[src/rtl/ex_muldiv.sv]
// ex_muldiv: iterative multiply/divide unit, one result bit per clock.
//
// Operations (op_i): 00 MULT, 01 MULTU, 10 DIV, 11 DIVU.
// Multiply uses shift-add. Divide uses restoring shift-subtract.
// Signed operations work on magnitudes, and the signs are applied when the
// result is written.
//
// Ports:
//   clk        single clock; all state changes on the rising edge
//   rst        synchronous reset, active low
//   start_i    request a new operation (sampled only in IDLE)
//   op_i       operation select
//   opdata1_i  multiplicand / dividend
//   opdata2_i  multiplier / divisor
//   annul_i    cancel an in-flight operation
//   busy_o     stall request, high in ZERO and CALC
//   ready_o    one-cycle pulse; hi_o/lo_o hold a new result
//   hi_o       product upper half, or remainder
//   lo_o       product lower half, or quotient
//
// state | meaning
// IDLE  | waiting for start_i
// ZERO  | divide by zero; result is written on the next edge
// CALC  | one bit per edge, W edges in total
// DONE  | result valid, ready_o high for this single cycle
module ex_muldiv #(
  parameter int W = 32
) (
  input  logic         clk,
  input  logic         rst,
  input  logic         start_i,
  input  logic [1:0]   op_i,
  input  logic [W-1:0] opdata1_i,
  input  logic [W-1:0] opdata2_i,
  input  logic         annul_i,
  output logic         busy_o,
  output logic         ready_o,
  output logic [W-1:0] hi_o,
  output logic [W-1:0] lo_o
);

  localparam int CW = $clog2(W);
  localparam logic [CW-1:0] CNT_LOAD = CW'(W - 1);

  typedef enum logic [1:0] {
    IDLE = 2'd0,
    ZERO = 2'd1,
    CALC = 2'd2,
    DONE = 2'd3
  } state_t;

  state_t state, state_nxt;

  logic [CW-1:0] cnt;
  logic          op_div;
  logic          neg_res;   // negate product / quotient
  logic          neg_rem;   // negate remainder (dividend was negative)
  // For multiply this holds the multiplicand magnitude.
  // For divide it holds the divisor magnitude.
  // For divide by zero it holds the raw dividend.
  logic [W-1:0]  opnd;
  logic [W-1:0]  acc_hi;    // partial product high half / running remainder
  logic [W-1:0]  acc_lo;    // multiplier bits / dividend bits -> quotient
  logic [W-1:0]  hi_r, lo_r;

  // decode of the request in IDLE
  logic         in_signed, in_div, in_div0, accept;
  logic         sign1, sign2;
  logic [W-1:0] mag1, mag2;

  always_comb begin
    in_signed = ~op_i[0];
    in_div    = op_i[1];
    in_div0   = in_div && (opdata2_i == '0);
    accept    = (state == IDLE) && start_i && !annul_i;
    sign1     = in_signed & opdata1_i[W-1];
    sign2     = in_signed & opdata2_i[W-1];
    mag1      = sign1 ? (~opdata1_i + 1'b1) : opdata1_i;
    mag2      = sign2 ? (~opdata2_i + 1'b1) : opdata2_i;
  end

  // one iteration step
  logic [W:0]   mul_sum;
  logic [W:0]   div_shift, div_diff;
  logic [W-1:0] step_hi, step_lo;

  always_comb begin
    mul_sum   = {1'b0, acc_hi} + (acc_lo[0] ? {1'b0, opnd} : '0);
    div_shift = {acc_hi, acc_lo[W-1]};
    div_diff  = div_shift - {1'b0, opnd};
    step_hi   = '0;
    step_lo   = '0;
    if (op_div) begin
      // The top bit of the difference set means it went negative, so the
      // partial remainder is restored.
      if (!div_diff[W]) begin
        step_hi = div_diff[W-1:0];
        step_lo = {acc_lo[W-2:0], 1'b1};
      end else begin
        step_hi = div_shift[W-1:0];
        step_lo = {acc_lo[W-2:0], 1'b0};
      end
    end else begin
      step_hi = mul_sum[W:1];
      step_lo = {mul_sum[0], acc_lo[W-1:1]};
    end
  end

  // Sign fix applied to the last step, on the edge into DONE.
  logic [2*W-1:0] prod, prod_fix;
  logic [W-1:0]   quo_fix, rem_fix, res_hi, res_lo;

  always_comb begin
    prod     = {step_hi, step_lo};
    prod_fix = neg_res ? (~prod + 1'b1) : prod;
    quo_fix  = neg_res ? (~step_lo + 1'b1) : step_lo;
    rem_fix  = neg_rem ? (~step_hi + 1'b1) : step_hi;
    if (op_div) begin
      res_hi = rem_fix;
      res_lo = quo_fix;
    end else begin
      res_hi = prod_fix[2*W-1:W];
      res_lo = prod_fix[W-1:0];
    end
  end

  always_ff @(posedge clk) begin
    if (!rst) state <= IDLE;
    else      state <= state_nxt;
  end

  always_comb begin
    state_nxt = state;
    busy_o    = 1'b0;
    ready_o   = 1'b0;
    case (state)
      IDLE: begin
        if (accept) state_nxt = in_div0 ? ZERO : CALC;
      end
      ZERO: begin
        busy_o    = 1'b1;
        state_nxt = annul_i ? IDLE : DONE;
      end
      CALC: begin
        busy_o = 1'b1;
        if (annul_i)          state_nxt = IDLE;
        else if (cnt == '0)   state_nxt = DONE;
      end
      DONE: begin
        ready_o   = 1'b1;
        state_nxt = IDLE;
      end
      default: state_nxt = IDLE;
    endcase
  end

  always_ff @(posedge clk) begin
    if (!rst) begin
      cnt     <= '0;
      op_div  <= 1'b0;
      neg_res <= 1'b0;
      neg_rem <= 1'b0;
      opnd    <= '0;
      acc_hi  <= '0;
      acc_lo  <= '0;
      hi_r    <= '0;
      lo_r    <= '0;
    end else begin
      case (state)
        IDLE: begin
          if (accept) begin
            cnt     <= CNT_LOAD;
            op_div  <= in_div;
            neg_res <= sign1 ^ sign2;
            neg_rem <= sign1;
            acc_hi  <= '0;
            if (in_div0) begin
              opnd   <= opdata1_i;
              acc_lo <= '0;
            end else if (in_div) begin
              opnd   <= mag2;
              acc_lo <= mag1;
            end else begin
              opnd   <= mag1;
              acc_lo <= mag2;
            end
          end
        end
        ZERO: begin
          if (!annul_i) begin
            hi_r <= opnd;
            lo_r <= '1;
          end
        end
        CALC: begin
          if (!annul_i) begin
            acc_hi <= step_hi;
            acc_lo <= step_lo;
            cnt    <= cnt - 1'b1;
            if (cnt == '0) begin
              hi_r <= res_hi;
              lo_r <= res_lo;
            end
          end
        end
        default: ;
      endcase
    end
  end

  assign hi_o = hi_r;
  assign lo_o = lo_r;

endmodule

[config.mk]
export PLATFORM = sky130hd
export DESIGN_NAME = ex_muldiv
export DESIGN_NICKNAME = d
export VERILOG_FILES = /design/src/rtl/ex_muldiv.sv
export SDC_FILE = /design/constraint.sdc
export NUM_CORES = 1
export LEC_CHECK = 0
export BUFFER_PORTS_ARGS = -buffer_cell sky130_fd_sc_hd__buf_2
export CAP_MARGIN = 40
export CORE_MARGIN = 3
export CORE_UTILIZATION = 35
export CTS_CLUSTER_SIZE = 14
export DETAILED_ROUTE_END_ITERATION = 12
export GPL_TIMING_DRIVEN = 1
export HOLD_SLACK_MARGIN = 0.08
export SLEW_MARGIN = 10
export SYNTH_ARGS = -nofsm -noshare
export SYNTH_HDL_FRONTEND = slang
export SYNTH_SLANG_ARGS = --single-unit
[constraint.sdc]
create_clock -name clk -period 5.8 [get_ports clk]
set_input_delay 0.58 -clock clk [delete_from_list [all_inputs] [get_ports clk]]
set_output_delay 0.58 -clock clk [all_outputs]
set_load 0.02 [all_outputs]
### Word-level counts from Yosys, hierarchy flattened

Index checks and enable logic that the tools add are counted.

| storage, ports and cells | value |
|---|---|
| output and inout bits | 66 |
| logic and storage cells | 90 |
| input bits | 70 |
| register bits after elaboration | 170 |

| cells by class | value |
|---|---|
| reduce and logical (&&, ||, !) cells | 14 |
| add/subtract/negate cells | 8 |
| equality and inequality tests | 8 |
| muxes and demuxes | 41 |
| bitwise gates (word level) | 9 |

Operators with widths:

| cell | number |
|---|---|
| $mux 32 | 24 |
| $pmux 32 s2 | 4 |
| $add 32x1->32 const B | 4 |
| $not 32->32 | 4 |
| $add 64x1->64 const B | 1 |
| $mux 64 | 1 |
| $not 64->64 | 1 |
| $add 32x32->33 | 1 |
| $sub 33x32->33 | 1 |
| $logic_not 32->1 | 1 |
| $mux 2 | 5 |
| $mux 5 | 2 |
| $pmux 5 s2 | 1 |
| $ne 2x2->1 const B | 4 |
| $pmux 2 s4 | 1 |
| $logic_not 5->1 | 1 |
| $sub 5x1->5 const B | 1 |
| $eq 2x2->1 const B | 2 |
| $reduce_and 2->1 | 2 |
| $reduce_and 4->1 | 1 |
| $reduce_bool 2->1 | 2 |
| $logic_and 1x1->1 | 3 |
| $mux 1 | 3 |
| $ne 3x3->1 const B | 1 |
| 8 further kinds | 9 |

### Logic depth before layout (Yosys ltp)

| depth | value |
|---|---|
| depth in word-level cells | 10 |
| gate-level depth with buffers | 24 |
| mapped depth without buffers | 23 |

### Least setup slack after synthesis

OpenSTA, ideal clock, no wires.

| timing path | value |
|---|---|
| kind | reg-to-reg |
| from | register acc_lo[31] |
| to | register hi_r[28], in the netlist hi_o[28] |
| buffers on the path | 1 |
| required time | 5.684 ns |
| clock period less this slack | 5.132 ns |
| arrival time | 5.016 ns |
| library setup time | 0.116 ns |
| cell stages (with the launch flop) | 24 |
| setup slack | 0.668 ns |
| cells stage by stage | dfxtp_1 inv_1 ha_1 inv_1 fa_1 a211oi_1 o211ai_1 nand4_1 a21boi_2 o21ai_2 buf_2 a21o_1 inv_1 ha_1 o21ai_0 or4b_4 or4_4 or3_4 or2_4 nor2_8 nor2_4 o41ai_2 xnor2_1 o211a_1 |

| on the way | value |
|---|---|
| cells in the longest elaborated chain, start to end | 10 |
| elaborated cells on any way between the ends | 15 |
| classes of those cells | add/sub (3); mux (10); bitwise (2) |

RTL lines:

| what | line | RTL |
|---|---|---|
| start, declared | 63 | `logic [W-1:0] acc_lo;` |
| start signal, assigned | 182 | `acc_lo <= mag1;` |
| start signal, assigned | 185 | `acc_lo <= mag2;` |
| start signal, assigned | 198 | `acc_lo <= step_lo;` |
| $sub 33x32->33 | 90 | `div_diff = div_shift - {1'b0, opnd};` |
| $mux 1 or $mux 32 (tied branches) | 96 | `if (!div_diff[W]) begin` |
| $mux 32 | 93 | `if (op_div) begin` |
| $not 64->64 or $not 32->32 (tied branches) | 115, 117 |  |
| $add 64x1->64 or $add 32x1->32 (tied branches) | 115, 117 |  |
| $mux 64 or $mux 32 (tied branches) | 115, 117 |  |
| $mux 32 (*) | 118 | `if (op_div) begin` |
| $mux 32 (*) | 200 | `if (cnt == '0) begin` |
| $mux 32 (*) | 196 | `if (!annul_i) begin` |
| $pmux 32 s2 (*) | 169 | `case (state)` |
| end signal, assigned | 191 | `hi_r <= opnd;` |
| end signal, assigned | 201 | `hi_r <= res_hi;` |
| end, declared | 64 | `logic [W-1:0] hi_r, lo_r;` |

Every way passes the cells marked *; elsewhere a longest branch is shown, timed or not. The select of a mux whose other input is x is not followed.
A chain may end at the register's enable or synchronous reset.

### Worst setup path in the final report

| timing path | value |
|---|---|
| from | register opnd[17] |
| to | register hi_r[28], in the netlist hi_o[28] |

| on the way | value |
|---|---|
| cells in the longest elaborated chain, start to end | 10 |
| elaborated cells on any way between the ends | 17 |
| classes of those cells | add/sub (4); mux (11); bitwise (2) |

RTL lines:

| what | line | RTL |
|---|---|---|
| start, declared | 61 | `logic [W-1:0] opnd;` |
| start signal, assigned | 178 | `opnd <= opdata1_i;` |
| start signal, assigned | 181 | `opnd <= mag2;` |
| start signal, assigned | 184 | `opnd <= mag1;` |
| $sub 33x32->33 or $mux 32 (tied branches) | 90, 88 |  |
| $mux 1, or another cell as far along | 96 |  |
| $mux 32 | 93 |  |
| $not 64->64 or $not 32->32 (tied branches) | 115, 117 |  |
| $add 64x1->64 or $add 32x1->32 (tied branches) | 115, 117 |  |
| $mux 64 or $mux 32 (tied branches) | 115, 117 |  |
| $mux 32 (*) | 118 |  |
| $mux 32 (*) | 200 |  |
| $mux 32 (*) | 196 |  |
| $pmux 32 s2 (*) | 169 |  |

Marks and branches as above.

==> impl_metrics.toml <==
[global_routing]
grt-ovfl-total = 0
grt_pass1_vias = 16820
grt_max_degree = 79
antenna_found_initial = 2
grt_pass1_wl_um = 105000
grt_usage = 0.2841

[clock_tree]
cts-root-buf = "clkbuf_16"
numCtsBuffers = 17
clkTransAtPathRegs_ps = 80
clk_latency_ps = 480
cts_max_level = 4
cts.sink_count = 170
clock_path_buffers = 2
cts_tree = "built"
holdBufCountCts = 0

[die]
dieArea_sq_um = 48550
rows = 77
core_area_sq_um = 44800
die_h_um = 220.3
die_w_um = 220.3
initial_utilization = 0.3589
ios = 136

[place]
io_buffers = 135
routabilityCongestion = 0.9788
post-dp-hpwl_um = 53930
dp_slack_ps = 190.5

[setup_path]
worstSetupPathType = "register to register"
critPathRequiredTime_ps = 6160
worst_setup_path_start_kind = "register"
worstPathArrival_ps = 5940
crit_path_max_incr_delay_ps = 590
path_cells = "inv_1 -> ha_1 -> a21oi_2 -> o21ai_1 -> a311oi_2 -> o31a_2 -> a31oi_1 -> a21o_1 -> inv_1 -> ha_1 -> o21ai_1 -> or4b_4 -> or4_4 -> or3_4 -> or2_4 -> nor2_8 -> nor2_4 -> o41ai_2 -> xnor2_1 -> o211a_1"
critical_path.endpoint_type = "register"
cp_max_fo = 10
crit_slowest_cell = "or4b_4"

[yosys]
async_flop_share = 0
yosysSeqAreaShare = 0.2117
synth_flop_cell = "dfxtp_1"
synth_edf_count = 0
synth.ff_latch_count = 170
synth_nets = 2406
syn_area_per_cell_sq_um = 7.114
syn_inst = 2260
yosys_warnings = 0
synth_area_sq_um = 16080
synth.largest_area_cell = "dfxtp_1"
netlist_top_cells_area = "dfxtp_1 (21%), a21oi_1 (7.3%), nor2_1 (6.1%), ha_1 (5.8%), nand2_1 (5.1%)"
yosys.cell_types.count = 101
yosysTopAreaCellShare = 0.2117

[layout]
final_cell_mix = "nor2_1 (258), a21oi_1 (234), nand2_1 (220)"
areaGrowthSynthToFinish_pct = 13.14
final_common_cell = "nor2_1"
finish.net_count = 2507
drive_above_1_share = 0.1340

[detailed_routing]
post_drt_via_cell_ratio = 6.256
wl_per_cell_um = 23.86
final_antenna_net_count = 0
routed_wl_um = 70780
via_count = 18560
drc_errors = 0
drtIter0Drc = 2191
firstDrtPassIters = 7

[outcome]
status = "finished clean"

[timing]
min_period_ps = 5587
setup_viol = 0
report.final.slew_viol_count = 0
max_freq_ghz = 0.1790
fin_crit_sh = 0.9633
rsz0062_at_grt = "no"
layout_setup_ws_ps = 213.0
relSlewSlack = 0.3276
tns_ps = 0
worstMarginPinSlew_ps = 995.5
holdWs_ps = 456.7
finalHoldViolations = 0
skew_ps = 21.54

[power_and_ir_drop]
peakVddDrop_mv = 0.2434
power_density_nw_per_um2 = 353.5
leakage_nw = 7.277

[hold_path]
min_path_type = "input pin to register"

[flow_run]
drv_cap = 0
-- cell type report --
type                    count  area (sq um)
multi-input cells        1879         11820
well taps                 592         740.7
clock inverters            13         145.1
repair buffers            226          1369
fillers                  4670         26610
clock buffers              19         454.2
inverters                  67         252.7
diodes                      1         2.502
flip-flops and latches    170          3407
-- report_power, final --
part | total [mW] | internal [mW] | switching, mW
combinational | 3.57 | 1.18 | 2.39
clock | 1.21 | 0.602 | 0.608
sequential | 1.65 | 1.40 | 0.245
total | 6.43 | 3.19 | 3.24
-- metrics by stage --
| stage | instance area, sq um | cells | utilization | total power [mW] |
|---|---|---|---|---|
| 3_3_place_gp | 17430 | 2917 | 0.3890 | 5.059 |
| 4_1_cts | 18120 | 2960 | 0.4045 | 6.310 |
| 2_1_floorplan | 16080 | 2260 | - | 3.817 |
| 5_1_grt | 18190 | 2966 | 0.4060 | 6.746 |
| 6_report | 18190 | 2967 | 0.4060 | 6.430 |
| 3_5_place_dp | 17520 | 2928 | 0.3911 | 5.093 |
-- cell usage after synthesis, types with 12 or more instances --
cell type  count
buf_1         13
nand3_1       56
o221ai_1      12
and2_1        45
a21o_1        28
a211oi_1      46
a22oi_1       27
mux2i_1       49
o211ai_1      78
nand4_1       23
nor3_1        64
nand2_1      220
and3_1        25
xnor2_1       85
ha_1          74
o22ai_1       16
nor2_1       262
o21ai_0      157
a31oi_1       33
or3_1         18
clkbuf_1     107
nor2b_1       15
a221oi_1      15
dfxtp_1      170
inv_1         65
o31ai_1       21
xor2_1        69
a21oi_1      236
-- layer usage --
| metal | part of all wire | vias up | track usage |
|---|---|---|---|
| li1 | - | 8494 | - |
| met1 | 0.43 | 8840 | 0.3905 |
| met2 | 0.42 | 1056 | 0.4280 |
| met3 | 0.099 | 172 | 0.05534 |
| met4 | 0.051 | 0 | 0.1322 |
| met5 | 0 | - | 0 |
-- worst max-delay path: cells and delay by family (launching register included) --
kind	cells	cell delay, ps
AOI/OAI and AO/OA	9	2200
and+or+nand+nor	6	1940
adders and majority gates	2	610
DFF	1	390
buffers and inverters	2	200
xor gates and xnor gates	1	130
-- cell families (layout without fill, tap and decap cells) --
logic type                 after synthesis  count (layout)  share of synthesized area
buffers and inverters                  211             325                    0.05556
muxes                                   54              54                    0.03401
other                                    0               1                          0
and+or+nand+nor                        813             813                     0.2414
AOI/OAI and AO/OA                      782             782                     0.3134
DFF                                    170             170                     0.2117
xor gates and xnor gates               154             154                    0.08389
adders and majority gates               76              76                    0.06008
-- state kept, by name, indices dropped and copies added, names as in the netlist, 2 cells and up --
signal	cells
acc_lo	32
acc_hi	32
hi_o	32
state	2
lo_o	32
opnd	32
cnt	5
-- worst paths after layout --
| path | endpoint | slack, ps | cells past startpoint | from |
|---|---|---|---|---|
| max | hi_o[28]$_SDFFE_PN0P_ | 210 | 20 | opnd[17]$_SDFFE_PN0P_ |
| min | opnd[0]$_SDFFE_PN0P_ | 460 | 3 | opdata2_i[0] |
| max reg2reg | hi_o[28]$_SDFFE_PN0P_ | 210 | 20 | opnd[17]$_SDFFE_PN0P_ |
| min reg2reg | opnd[29]$_SDFFE_PN0P_ | 480 | 2 | opnd[29]$_SDFFE_PN0P_ |
-- timing repair --
item | 4_1_cts | 5_1_grt
gates resized for setup | 0 | 5
setup buffers | 0 | 6
setup endpoints to repair | 0 | 12
No activity file was read; power rests on OpenSTA's default activity.
